### src/rtl/dma_priority_arbiter_pkg.sv
// Shared types and constants for the DMA channel priority arbiter.
// The priority pick is a rotate / find-first / un-rotate function.
package dma_priority_arbiter_pkg;

  localparam int NCH = 4;

  localparam int CMD_DISABLE   = 2;
  localparam int CMD_ROTATE    = 4;
  localparam int CMD_DREQ_LOW  = 6;
  localparam int CMD_DACK_HIGH = 7;

  typedef enum logic [1:0] {
    ARB_IDLE  = 2'd0,
    ARB_REQ   = 2'd1,
    ARB_GRANT = 2'd2
  } arb_state_t;

  // Only meaningful when pend is non-zero; the caller guards on that.
  function automatic logic [1:0] pick_winner(input logic [3:0] pend, input logic [1:0] ptr);
    logic [7:0] dbl;
    logic [3:0] rot;
    logic [1:0] off;
    dbl = {pend, pend};
    rot = dbl[ptr +: 4];
    off = 2'd0;
    for (int i = 3; i >= 0; i--) begin
      if (rot[i]) off = 2'(i);
    end
    return off + ptr;
  endfunction

  function automatic logic [3:0] onehot(input logic [1:0] ch);
    return 4'b0001 << ch;
  endfunction

endpackage

### src/rtl/dma_req_sync.sv
// Two-flop synchronizer bringing the raw DREQ pins into the CLK domain.
module dma_req_sync #(
  parameter int W = 4
) (
  input  logic         CLK,
  input  logic         RESET_N,
  input  logic [W-1:0] i_async,
  output logic [W-1:0] o_sync
);

  logic [W-1:0] r_meta;
  logic [W-1:0] r_sync;

  always_ff @(posedge CLK or negedge RESET_N) begin
    if (!RESET_N) begin
      r_meta <= '0;
      r_sync <= '0;
    end else begin
      r_meta <= i_async;
      r_sync <= r_meta;
    end
  end

  assign o_sync = r_sync;

endmodule

### src/rtl/dma_priority_arbiter.sv
// 8237A-style channel arbiter: conditions DREQ, picks a channel under fixed or
// rotating priority, and holds the grant until the timing FSM ends service.
module dma_priority_arbiter #(
  parameter int NCH = dma_priority_arbiter_pkg::NCH
) (
  input  logic           CLK,
  input  logic           RESET_N,
  input  logic [NCH-1:0] DREQ,
  input  logic [7:0]     commandReg,
  input  logic [NCH-1:0] maskReg,
  input  logic [NCH-1:0] requestReg,
  input  logic           idleCycle,
  input  logic           activeCycle,
  input  logic           validDack,
  input  logic           serviceDone,
  output logic [NCH-1:0] VALID_DREQ,
  output logic [1:0]     grantCh,
  output logic           grantValid,
  output logic [NCH-1:0] DACK,
  output logic [1:0]     priorityPtr
);

  import dma_priority_arbiter_pkg::*;

  logic [NCH-1:0] w_syncDreq;
  logic [NCH-1:0] w_sreq;
  logic [NCH-1:0] w_pend;
  logic [1:0]     w_effPtr;
  logic [1:0]     w_pick;
  logic           w_disable;
  logic           w_rotate;
  logic           w_unusedCmd;

  arb_state_t     r_state, w_stateNext;
  logic [1:0]     r_winner, w_winnerNext;
  logic [1:0]     r_grantCh, w_grantChNext;
  logic [1:0]     r_ptr, w_ptrNext;
  logic           r_grantValid, w_grantValidNext;
  logic [NCH-1:0] r_validDreq, w_validDreqNext;

  dma_req_sync #(.W(NCH)) u_sync (
    .CLK     (CLK),
    .RESET_N (RESET_N),
    .i_async (DREQ),
    .o_sync  (w_syncDreq)
  );

  assign w_disable   = commandReg[CMD_DISABLE];
  assign w_rotate    = commandReg[CMD_ROTATE];
  assign w_unusedCmd = ^{commandReg[5], commandReg[3], commandReg[1:0]};

  assign w_sreq   = w_syncDreq ^ {NCH{commandReg[CMD_DREQ_LOW]}};
  assign w_pend   = (w_sreq & ~maskReg) | requestReg;
  assign w_effPtr = w_rotate ? r_ptr : 2'd0;
  assign w_pick   = pick_winner(w_pend, w_effPtr);

  always_ff @(posedge CLK or negedge RESET_N) begin
    if (!RESET_N) begin
      r_state      <= ARB_IDLE;
      r_winner     <= 2'd0;
      r_grantCh    <= 2'd0;
      r_ptr        <= 2'd0;
      r_grantValid <= 1'b0;
      r_validDreq  <= '0;
    end else begin
      r_state      <= w_stateNext;
      r_winner     <= w_winnerNext;
      r_grantCh    <= w_grantChNext;
      r_ptr        <= w_ptrNext;
      r_grantValid <= w_grantValidNext;
      r_validDreq  <= w_validDreqNext;
    end
  end

  // A committed grant ignores disable; a pending offer yields to activeCycle first.
  always_comb begin
    w_stateNext      = r_state;
    w_winnerNext     = r_winner;
    w_grantChNext    = r_grantCh;
    w_grantValidNext = r_grantValid;
    w_validDreqNext  = r_validDreq;
    w_ptrNext        = w_rotate ? r_ptr : 2'd0;
    case (r_state)
      ARB_IDLE: begin
        w_validDreqNext = '0;
        if (idleCycle && !w_disable && (w_pend != '0)) begin
          w_winnerNext    = w_pick;
          w_validDreqNext = onehot(w_pick);
          w_stateNext     = ARB_REQ;
        end
      end
      ARB_REQ: begin
        if (activeCycle) begin
          w_grantChNext    = r_winner;
          w_grantValidNext = 1'b1;
          w_stateNext      = ARB_GRANT;
        end else if (!w_pend[r_winner] || w_disable) begin
          w_validDreqNext = '0;
          w_stateNext     = ARB_IDLE;
        end
      end
      ARB_GRANT: begin
        if (serviceDone) begin
          w_grantValidNext = 1'b0;
          w_validDreqNext  = '0;
          if (w_rotate) w_ptrNext = r_grantCh + 2'd1;
          w_stateNext = ARB_IDLE;
        end
      end
      default: begin
        w_grantValidNext = 1'b0;
        w_validDreqNext  = '0;
        w_stateNext      = ARB_IDLE;
      end
    endcase
  end

  assign VALID_DREQ  = r_validDreq;
  assign grantCh     = r_grantCh;
  assign grantValid  = r_grantValid;
  assign priorityPtr = r_ptr;
  assign DACK = ((r_grantValid && validDack) ? onehot(r_grantCh) : '0)
                ^ {NCH{~commandReg[CMD_DACK_HIGH]}};

endmodule

### config.mk
export PLATFORM = sky130hd
export DESIGN_NAME = dma_priority_arbiter
export DESIGN_NICKNAME = d
export VERILOG_FILES = /design/src/rtl/dma_priority_arbiter_pkg.sv /design/src/rtl/dma_req_sync.sv /design/src/rtl/dma_priority_arbiter.sv
export SDC_FILE = /design/constraint.sdc
export NUM_CORES = 1
export LEC_CHECK = 0
export BUFFER_PORTS_ARGS = -buffer_cell sky130_fd_sc_hd__buf_4
export CORE_UTILIZATION = 45
export CTS_BUF_LIST = sky130_fd_sc_hd__clkbuf_16
export CTS_CLUSTER_DIAMETER = 120
export DETAILED_ROUTE_END_ITERATION = 7
export PLACE_DENSITY = 0.75
export RECOVER_POWER = 25
export SKIP_LAST_GASP = 1
export SYNTH_ARGS = -nofsm -noshare
export SYNTH_HDL_FRONTEND = slang
export SYNTH_SLANG_ARGS = --single-unit
### constraint.sdc
create_clock -name CLK -period 2.1 [get_ports CLK]
set_input_delay 0.315 -clock CLK [delete_from_list [all_inputs] [get_ports CLK]]
set_output_delay 0.315 -clock CLK [all_outputs]
set_load 0.02 [all_outputs]
==> flow_metrics.tcl, run 1 <==
set metrics [dict create \
    outcome "finished with violations" \
    violations "setup timing" \
    crit_fanout 4 \
    ys_warn_count 0 \
    whs_ns 0.184 \
    worstMarginPinSlew_ns 1.20 \
    ir_worst_vdd_mv 0.639 \
    drv_slew 0 \
    grt_first_pass_wirelength_mm 4.35 \
    coreArea_sq_mm 0.00254 \
    antenna_found_initial 0 \
    slew_headroom 0.202 \
    ios 39 \
    drt_pass1_iterations 4 \
    async_flop_share 1.00 \
    drc 0 \
    diodes 0 \
    grt_pass1_vias 1054 \
    die_h_um 54.6 \
    die_x_um 54.6 \
    required_ns 2.29 \
    synthFlopType "dfrtp_1" \
    seq_area_frac_synth 0.423 \
    grt_max_degree 22 \
    fin_worst_skew_ns 0.00354 \
    placed_area_sq_mm 0.00162 \
    cts.clk_slew.worst_paths_ns 0.06 \
    critPathArrivalTime_ns 2.41 \
    cts_buffers 3 \
    rsz0062_at_grt "yes" \
    fillCellCount 189 \
    drive_above_1_share 0.470 \
    nets 198 \
    clock.fmax_mhz 451 \
    leakagePower_nw 0.806 \
    cts_buffer_depth 2 \
    power.total_mw 1.35 \
    utilization 0.706 \
    syn_avg_cell_area_sq_um 10.5 \
    dp_cells 189 \
    fin_setup_tns_ns -0.353 \
    gr-usage-all-layers 0.207 \
    final-hold-violation-count 0 \
    drt_iter0_drc 12 \
    postRouteAntennaNets 0 \
    io_buffers 34 \
    start_util 0.489 \
    final_area_sq_mm 0.00180 \
    h-tree-depth 1 \
    drt-vias-per-instance 5.54 \
    seq_area_sq_um 526 \
    synth_cell_types 38 \
    finalSetupViolCount 4 \
    synth_edf_count 0 \
    die-area_sq_mm 0.00298 \
    worstSetupPathType "register to register" \
    final_cells 196 \
    synth_cells 118 \
    grt-ovfl-total 0 \
    cap_violations 0 \
    dr_total_vias 1086 \
    root_buffer "clkbuf_16" \
    wl_mm 2.92 \
    globalplace.congestion 0.778 \
    dp_hpwl_mm 2.05 \
    multi_input_area_sq_um 785 \
    area_growth_pct 44.5 \
    clk_latency_ns 0.25 \
    yosys_register_bits 21 \
    drt-wirelength-per-cell_um 14.9 \
    final.setup.worst_slack_ns -0.118 \
    start_kind "register" \
    post-route-min-period_ns 2.22 \
    cts_tree "built" \
    cts.sinks 21 \
    min_path_type "input port to register" \
    p_per_area_mw_per_mm2 749 \
    core.rowCount 18 \
    syn_area_sq_mm 0.00124 \
    place_ws_ns -0.163 \
    critPathCaptureType "register" \
    synth.net_count 149 \
    fin_crit_sh 1.06 \
]
-- worst max-delay path, cell delays in order, from the launching register on --
cell and delay (ns):
dfrtp_1 0.39, xnor2_2 0.16, o21ba_4 0.22, o21ai_2 0.10, a21oi_1 0.07, a311oi_1 0.23
a21oi_1 0.08, ha_2 0.25, xnor2_2 0.16, buf_4 0.15, nor4_1 0.15, o21ai_1 0.12
nand3_1 0.08
-- synthesized netlist by cell type (all sizes together), types with 3 or more instances --
library cell,count,area (sq um)
a21oi,4,23.8
dfrtp,21,526
xor2,4,35.0
nand3b,3,22.5
nand3,9,45.0
o21bai,4,37.5
nand2,10,37.5
ha,5,62.6
o21ai,11,55.1
o21ba,4,46.3
inv,5,18.8
nor4,5,37.5
a2111oi,4,40.0
xnor2,6,60.1
-- layout by cell type (no fill, tap or decap), drive strengths merged, types with 5 or more instances in the layout --
cell type / count
nor4: 5
nand2: 10
buf: 41
clkbuf: 8
nand3: 9
o21ai: 11
ha: 5
dfrtp: 21
inv: 6
xnor2: 6
-- worst paths after layout --
check | startpoint | to | slack (ns) | depth (start not counted)
worst max-delay path | u_sync.o_sync[3]$_DFF_PN0_ | VALID_DREQ[0]$_DFFE_PN0P_ | -0.12 | 12
worst min-delay path | DREQ[1] | u_sync.r_meta[1]$_DFF_PN0_ | 0.18 | 1
worst max register to register | u_sync.o_sync[3]$_DFF_PN0_ | VALID_DREQ[0]$_DFFE_PN0P_ | -0.12 | 12
worst min register to register | u_sync.r_meta[0]$_DFF_PN0_ | u_sync.o_sync[0]$_DFF_PN0_ | 0.35 | 0
max in group asynchronous | RESET_N | r_state[0]$_DFFE_PN0P_ | 0.56 | 2
min in group asynchronous | RESET_N | u_sync.r_meta[0]$_DFF_PN0_ | 0.83 | 2
-- report_power, final --
group / switching (mW) / internal [mW] / leakage, nW
Sequential: 0.0563 / 0.452 / 0.266
Combinational: 0.225 / 0.208 / 0.498
Clock: 0.151 / 0.254 / 0.0423
Total: 0.432 / 0.914 / 0.806
-- routing by layer --
metal / up-vias / routed length (um) / GRT usage
li1: 532 / - / -
met1: 528 / 1220 / 0.242
met2: 21 / 1600 / 0.370
met3: 5 / 88 / 0.0417
met4: 0 / 21 / 0.0769
met5: - / 0 / 0
-- state kept, by name, indices dropped and copies added (netlist names) --
name / count
grantCh: 2
r_winner: 2
VALID_DREQ: 4
u_sync.r_meta: 4
r_state: 2
grantValid: 1
u_sync.o_sync: 4
priorityPtr: 2
-- repair_timing --
action,4_1_cts,5_1_grt
hold buffers,1,0
endpoints found under the hold margin,21,0
buffers inserted,1,1
gates resized for setup,4,12
pin swaps,1,4
endpoints found under the setup margin,5,5
-- cell families (layout without fill, tap and decap cells) --
family | count (synthesis) | after routing | share of synthesized area
AOI/OAI and AO/OA | 36 | 36 | 0.225
xor gates and xnor gates | 10 | 10 | 0.0765
adders and majority gates | 5 | 5 | 0.0503
buffers and inverters | 8 | 56 | 0.0302
DFF | 21 | 21 | 0.423
muxes | 4 | 4 | 0.0443
and+or+nand+nor | 34 | 34 | 0.151
-- layout make-up --
| cell class | count | share of cell area |
|---|---|---|
| multi-input cells | 89 | 0.437 |
| flip-flops and latches | 21 | 0.292 |
| repair buffers | 47 | 0.196 |
| clock buffers | 3 | 0.0418 |
| well taps | 30 | 0.0209 |
| inverters | 5 | 0.0104 |
| clock inverters | 1 | 0.00209 |
No activity file was read; power rests on OpenSTA's default activity.
==> run 2, diff against run 1 <==
ABC_CLOCK_PERIOD_IN_PS = 2100   (was default)
MAX_ROUTING_LAYER = met4   (was default)
==> flow_metrics.tcl, run 2 (synthesized netlist as in run 1, its figures left out) <==
set metrics [dict create \
    outcome "finished with violations" \
    violations "setup timing" \
    cts.sinks 21 \
    worst-path-stages 11 \
    crit_fanout 4 \
    grt_pass1_vias 1055 \
    ios 39 \
    multi_input_area_sq_um 785 \
    slew_headroom 0.202 \
    dp_cells 189 \
    reg2reg_from "u_sync.o_sync[3]$_DFF_PN0_" \
    crit_chain "xnor2_2 > o21ba_4 > o21ai_2 > a21oi_1 > a311oi_1 > a21oi_1 > ha_2 > xnor2_4 > nor4_1 > nand3_1 > nand3_1" \
    seq_area_sq_um 526 \
    finalSetupViolCount 4 \
    drt-wirelength-per-cell_um 14.9 \
    grt_first_pass_wirelength_mm 4.35 \
    area_growth_pct 44.5 \
    globalplace.congestion 0.789 \
    drt-vias-per-instance 5.53 \
    final_area_sq_mm 0.00180 \
    start_util 0.489 \
    p_per_area_mw_per_mm2 749 \
    dr_total_vias 1084 \
    io_buffers 34 \
    critPathTopFamily "compound AO/OA/AOI/OAI gates" \
    layout_common_cells "41 x buf_4, 21 x dfrtp_1, 10 x nand2_1" \
    die_x_um 54.6 \
    post-route-min-period_ns 2.22 \
    drive_above_1_share 0.470 \
    required_ns 2.29 \
    fillCellCount 189 \
    final-hold-violation-count 0 \
    h-tree-depth 1 \
    critPathBufInv 0 \
    rrSetupSlack_ns -0.12 \
    drt_pass1_iterations 4 \
    clock.fmax_mhz 451 \
    die-area_sq_mm 0.00298 \
    hold_path_depth 1 \
    nets 198 \
    drt_iter0_drc 13 \
    rsz0062_at_grt "yes" \
    critPathArrivalTime_ns 2.40 \
    crit_slowest_cell "dfrtp_1" \
    worst_r2r_endpoint "VALID_DREQ[1]$_DFFE_PN0P_" \
    final_common_cell "buf_4" \
    hold-path-endpoint "u_sync.r_meta[1]$_DFF_PN0_" \
    coreArea_sq_mm 0.00254 \
    antenna_found_initial 0 \
    grt_max_degree 22 \
    fin_crit_sh 1.06 \
    start_kind "register" \
    core.rowCount 18 \
    ir_worst_vdd_mv 0.638 \
    grt-ovfl-total 0 \
    cts_tree "built" \
    drc 0 \
    cts.clk_slew.worst_paths_ns 0.06 \
    postRouteAntennaNets 0 \
    diodes 0 \
    fin_worst_skew_ns 0.00435 \
    worstSetupPathType "register to register" \
    die_h_um 54.6 \
    critPathCaptureType "register" \
    cpPeakStageDelay_ns 0.39 \
    placed_area_sq_mm 0.00162 \
    root_buffer "clkbuf_16" \
    cts_buffers 3 \
    clk_latency_ns 0.25 \
    worstMarginPinSlew_ns 1.20 \
    cts_buffer_depth 2 \
    cap_violations 0 \
    ff2ff_path_depth 11 \
    drv_slew 0 \
    final.setup.worst_slack_ns -0.117 \
    power.total_mw 1.34 \
    gr-usage-all-layers 0.213 \
    wl_mm 2.92 \
    leakagePower_nw 0.806 \
    final_cells 196 \
    hold_start "DREQ[1]" \
    min_path_type "input port to register" \
    dp_hpwl_mm 2.05 \
]
==> run 2: routing by layer <==
metal | global-route usage | routed length [um]
met5 | - | 0
met4 | 0.0769 | 14
met3 | 0.0417 | 114
met2 | 0.370 | 1600
met1 | 0.242 | 1190
==> run 2: worst max-delay path by stage <==
| stage | startpoint | end |
|---|---|---|
| floorplan | commandReg[6] | VALID_DREQ[1]$_DFFE_PN0P_ |
| global route | u_sync.o_sync[3]$_DFF_PN0_ | VALID_DREQ[1]$_DFFE_PN0P_ |
| global placement | commandReg[6] | VALID_DREQ[2]$_DFFE_PN0P_ |
| detailed placement | commandReg[6] | VALID_DREQ[2]$_DFFE_PN0P_ |
| finish | u_sync.o_sync[3]$_DFF_PN0_ | VALID_DREQ[1]$_DFFE_PN0P_ |
| CTS | u_sync.o_sync[3]$_DFF_PN0_ | VALID_DREQ[1]$_DFFE_PN0P_ |
==> run 2: layout make-up <==
cell class / count / share of cell area
Sequential cell: 21 / 0.292
Timing Repair Buffer: 47 / 0.196
Clock buffer: 3 / 0.0418
Tap cell: 30 / 0.0209
Multi-Input combinational cell: 89 / 0.437
Inverter: 5 / 0.0104
Clock inverter: 1 / 0.00209
==> run 2: metrics by stage <==
step           utilization  hold WS (ns)  setup WS (ns)  setup TNS (ns)
2_1_floorplan            -        0.0194        0.00695               0
3_3_place_gp         0.636         0.209         -0.141          -0.492
3_5_place_dp         0.636         0.217         -0.163          -0.669
4_1_cts              0.679         0.161         -0.122          -0.314
5_1_grt              0.706         0.184         -0.271          -0.942
6_report             0.706         0.184         -0.117          -0.352
==> run 2: timing repair <==
item,CTS,global route
setup buffers,1,1
cloned,0,0
pin swaps,1,4
hold buffers,1,0
hold endpoints to repair,21,0
resized for setup,4,12
setup endpoints to repair,5,5
==> run 2: report_power, final <==
group / total (mW) / switching [mW] / internal [mW]
clock network: 0.403 / 0.149 / 0.254
logic: 0.433 / 0.225 / 0.208
registers: 0.509 / 0.0563 / 0.452
==> run 3, diff against run 2 <==
CORE_UTILIZATION = 44   (was 45)
PLACE_DENSITY = 0.74   (was 0.75)
SYNTH_HIERARCHICAL = 1   (was default)
==> flow_metrics.tcl, run 3 <==
set metrics [dict create \
    critPathCaptureType "register" \
    antenna_found_initial 0 \
    final.setup.worst_slack_ns -0.191 \
    drt_pass1_iterations 4 \
    drv_slew 0 \
    ios 39 \
    die-area_sq_mm 0.00285 \
    finalSetupViolCount 5 \
    globalplace.congestion 0.772 \
    cts.sinks 21 \
    clk_latency_ns 0.26 \
    final_common_cell "buf_4" \
    cts_tree "built" \
    worstMarginPinSlew_ns 1.11 \
    postRouteAntennaNets 0 \
    diodes 0 \
    synth_edf_count 0 \
    yosys_register_bits 21 \
    seq_area_frac_synth 0.452 \
    dp_cells 191 \
    whs_ns 0.184 \
    fin_crit_sh 1.09 \
    cts_buffer_depth 2 \
    drt-vias-per-instance 5.70 \
    synth.net_count 145 \
    synthFlopType "dfrtp_1" \
    worstSetupPathType "register to register" \
    crit_fanout 6 \
    grt-ovfl-total 0 \
    synth_commonest_cells "21 x dfrtp_1, 16 x nand2_1, 9 x o21ai_0, 7 x inv_1, 6 x xor2_1" \
    gr-usage-all-layers 0.241 \
    slew_headroom 0.263 \
    synth.most_common_cell "dfrtp_1" \
    core.rowCount 18 \
    p_per_area_mw_per_mm2 751 \
    synth_cells 114 \
    final_area_sq_mm 0.00185 \
    final-hold-violation-count 0 \
    die_x_um 53.4 \
    p_int_mw 0.928 \
    start_util 0.470 \
    placed_area_sq_mm 0.00155 \
    outcome "finished with violations" \
    yosysTopAreaCell "dfrtp_1" \
    fin_setup_tns_ns -0.871 \
    yosysTopAreaCellShare 0.452 \
    utilization 0.746 \
    ir_worst_vdd_mv 0.565 \
    power.total_mw 1.39 \
    ys_warn_count 6 \
    pwr-share-comb 0.335 \
    h-tree-depth 1 \
    clock.fmax_mhz 436 \
    coreArea_sq_mm 0.00248 \
    async_flop_share 1.00 \
    drive_above_1_share 0.479 \
    min_path_type "input port to register" \
    root_buffer "clkbuf_16" \
    start_kind "register" \
    final_cells 199 \
    io_buffers 34 \
    syn_avg_cell_area_sq_um 10.2 \
    ys_top_cells_by_area "dfrtp_1 45%, ha_1 5.4%, nand2_1 5.2%" \
    grt_first_pass_wirelength_mm 4.69 \
    required_ns 2.24 \
    swShare 0.331 \
    cts_buffers 3 \
    wl_mm 3.23 \
    drc 0 \
    violations "setup timing" \
    dr_total_vias 1134 \
    seqPwrFrac 0.365 \
    die_h_um 53.4 \
    power_switching_mw 0.459 \
    synth_cell_types 30 \
    dp_hpwl_mm 2.09 \
    area_growth_pct 58.8 \
    syn_area_sq_mm 0.00116 \
    p_clk_frac 0.299 \
    drt-wirelength-per-cell_um 16.2 \
    place_ws_ns -0.407 \
    nets 201 \
    drt_iter0_drc 18 \
    grt_pass1_vias 1097 \
    grt_max_degree 22 \
    post-route-min-period_ns 2.29 \
    leakagePower_nw 0.847 \
    layout_common_cells "44 x buf_4, 21 x dfrtp_1, 16 x nand2_1" \
    rsz0062_at_grt "yes" \
    cap_violations 0 \
    fin_worst_skew_ns 0.00327 \
    cts.clk_slew.worst_paths_ns 0.06 \
    critPathArrivalTime_ns 2.43 \
]
==> run 3: routing by layer <==
layer  vias to the layer above  global-route usage  wire [um]
li1                        528                   -          -
met1                       557               0.247       1180
met2                        40               0.458       1830
met3                         9              0.0431        145
met4                         0              0.0702         72
met5                         -                   -          0
==> run 3: path summary, 6_finish.rpt <==
check / from / to / slack [ns] / cells past startpoint
min in group asynchronous: RESET_N / VALID_DREQ[3]$_DFFE_PN0P_ / 0.80 / 2
max in group asynchronous: RESET_N / grantValid$_DFFE_PN0P_ / 0.64 / 2
min reg2reg: u_sync/r_meta[2]$_DFF_PN0_ / u_sync/o_sync[2]$_DFF_PN0_ / 0.35 / 0
max: u_sync/o_sync[0]$_DFF_PN0_ / VALID_DREQ[1]$_DFFE_PN0P_ / -0.19 / 8
max reg2reg: u_sync/o_sync[0]$_DFF_PN0_ / VALID_DREQ[1]$_DFFE_PN0P_ / -0.19 / 8
min: DREQ[0] / u_sync/r_meta[0]$_DFF_PN0_ / 0.18 / 1
==> run 3: timing repair <==
| item | in CTS | in global routing |
|---|---|---|
| hold buffers | 1 | 0 |
| buffers inserted | 1 | 4 |
| setup endpoints to repair | 5 | 5 |
| pin swaps | 13 | 5 |
| resized for setup | 24 | 8 |
| endpoints found under the hold margin | 21 | 0 |
==> run 3: cells by family after synthesis <==
logic type                 share of synthesized area
DFF                                            0.452
adders and majority gates                     0.0538
and+or+nand+nor                                0.124
muxes                                         0.0280
AOI/OAI and AO/OA                              0.245
xor gates and xnor gates                      0.0753
buffers and inverters                         0.0226
==> run 3: worst max-delay path: stages, from the launching register on <==
cell	delay, ns
dfrtp_1	0.37
xor2_1	0.20
a21oi_2	0.13
buf_4	0.15
buf_4	0.15
a2111oi_2	0.49
o21ai_0	0.31
a21oi_2	0.27
o41ai_2	0.09
==> run 3: cell type report <==
type                    count  area, sq um
multi-input cells          86          791
fillers                   178          629
flip-flops and latches     21          526
repair buffers             51          385
clock buffers               3         75.1
well taps                  30         37.5
inverters                   7         26.3
clock inverters             1         7.51
==> run 3: power groups by stage <==
stage	registers (mW)	logic [mW]	clock network [mW]
3_5_place_dp	0.511	0.410	0
2_1_floorplan	0.536	0.189	0
4_1_cts	0.505	0.438	0.418
6_report	0.507	0.465	0.415
5_1_grt	0.514	0.509	0.431
3_3_place_gp	0.506	0.400	0
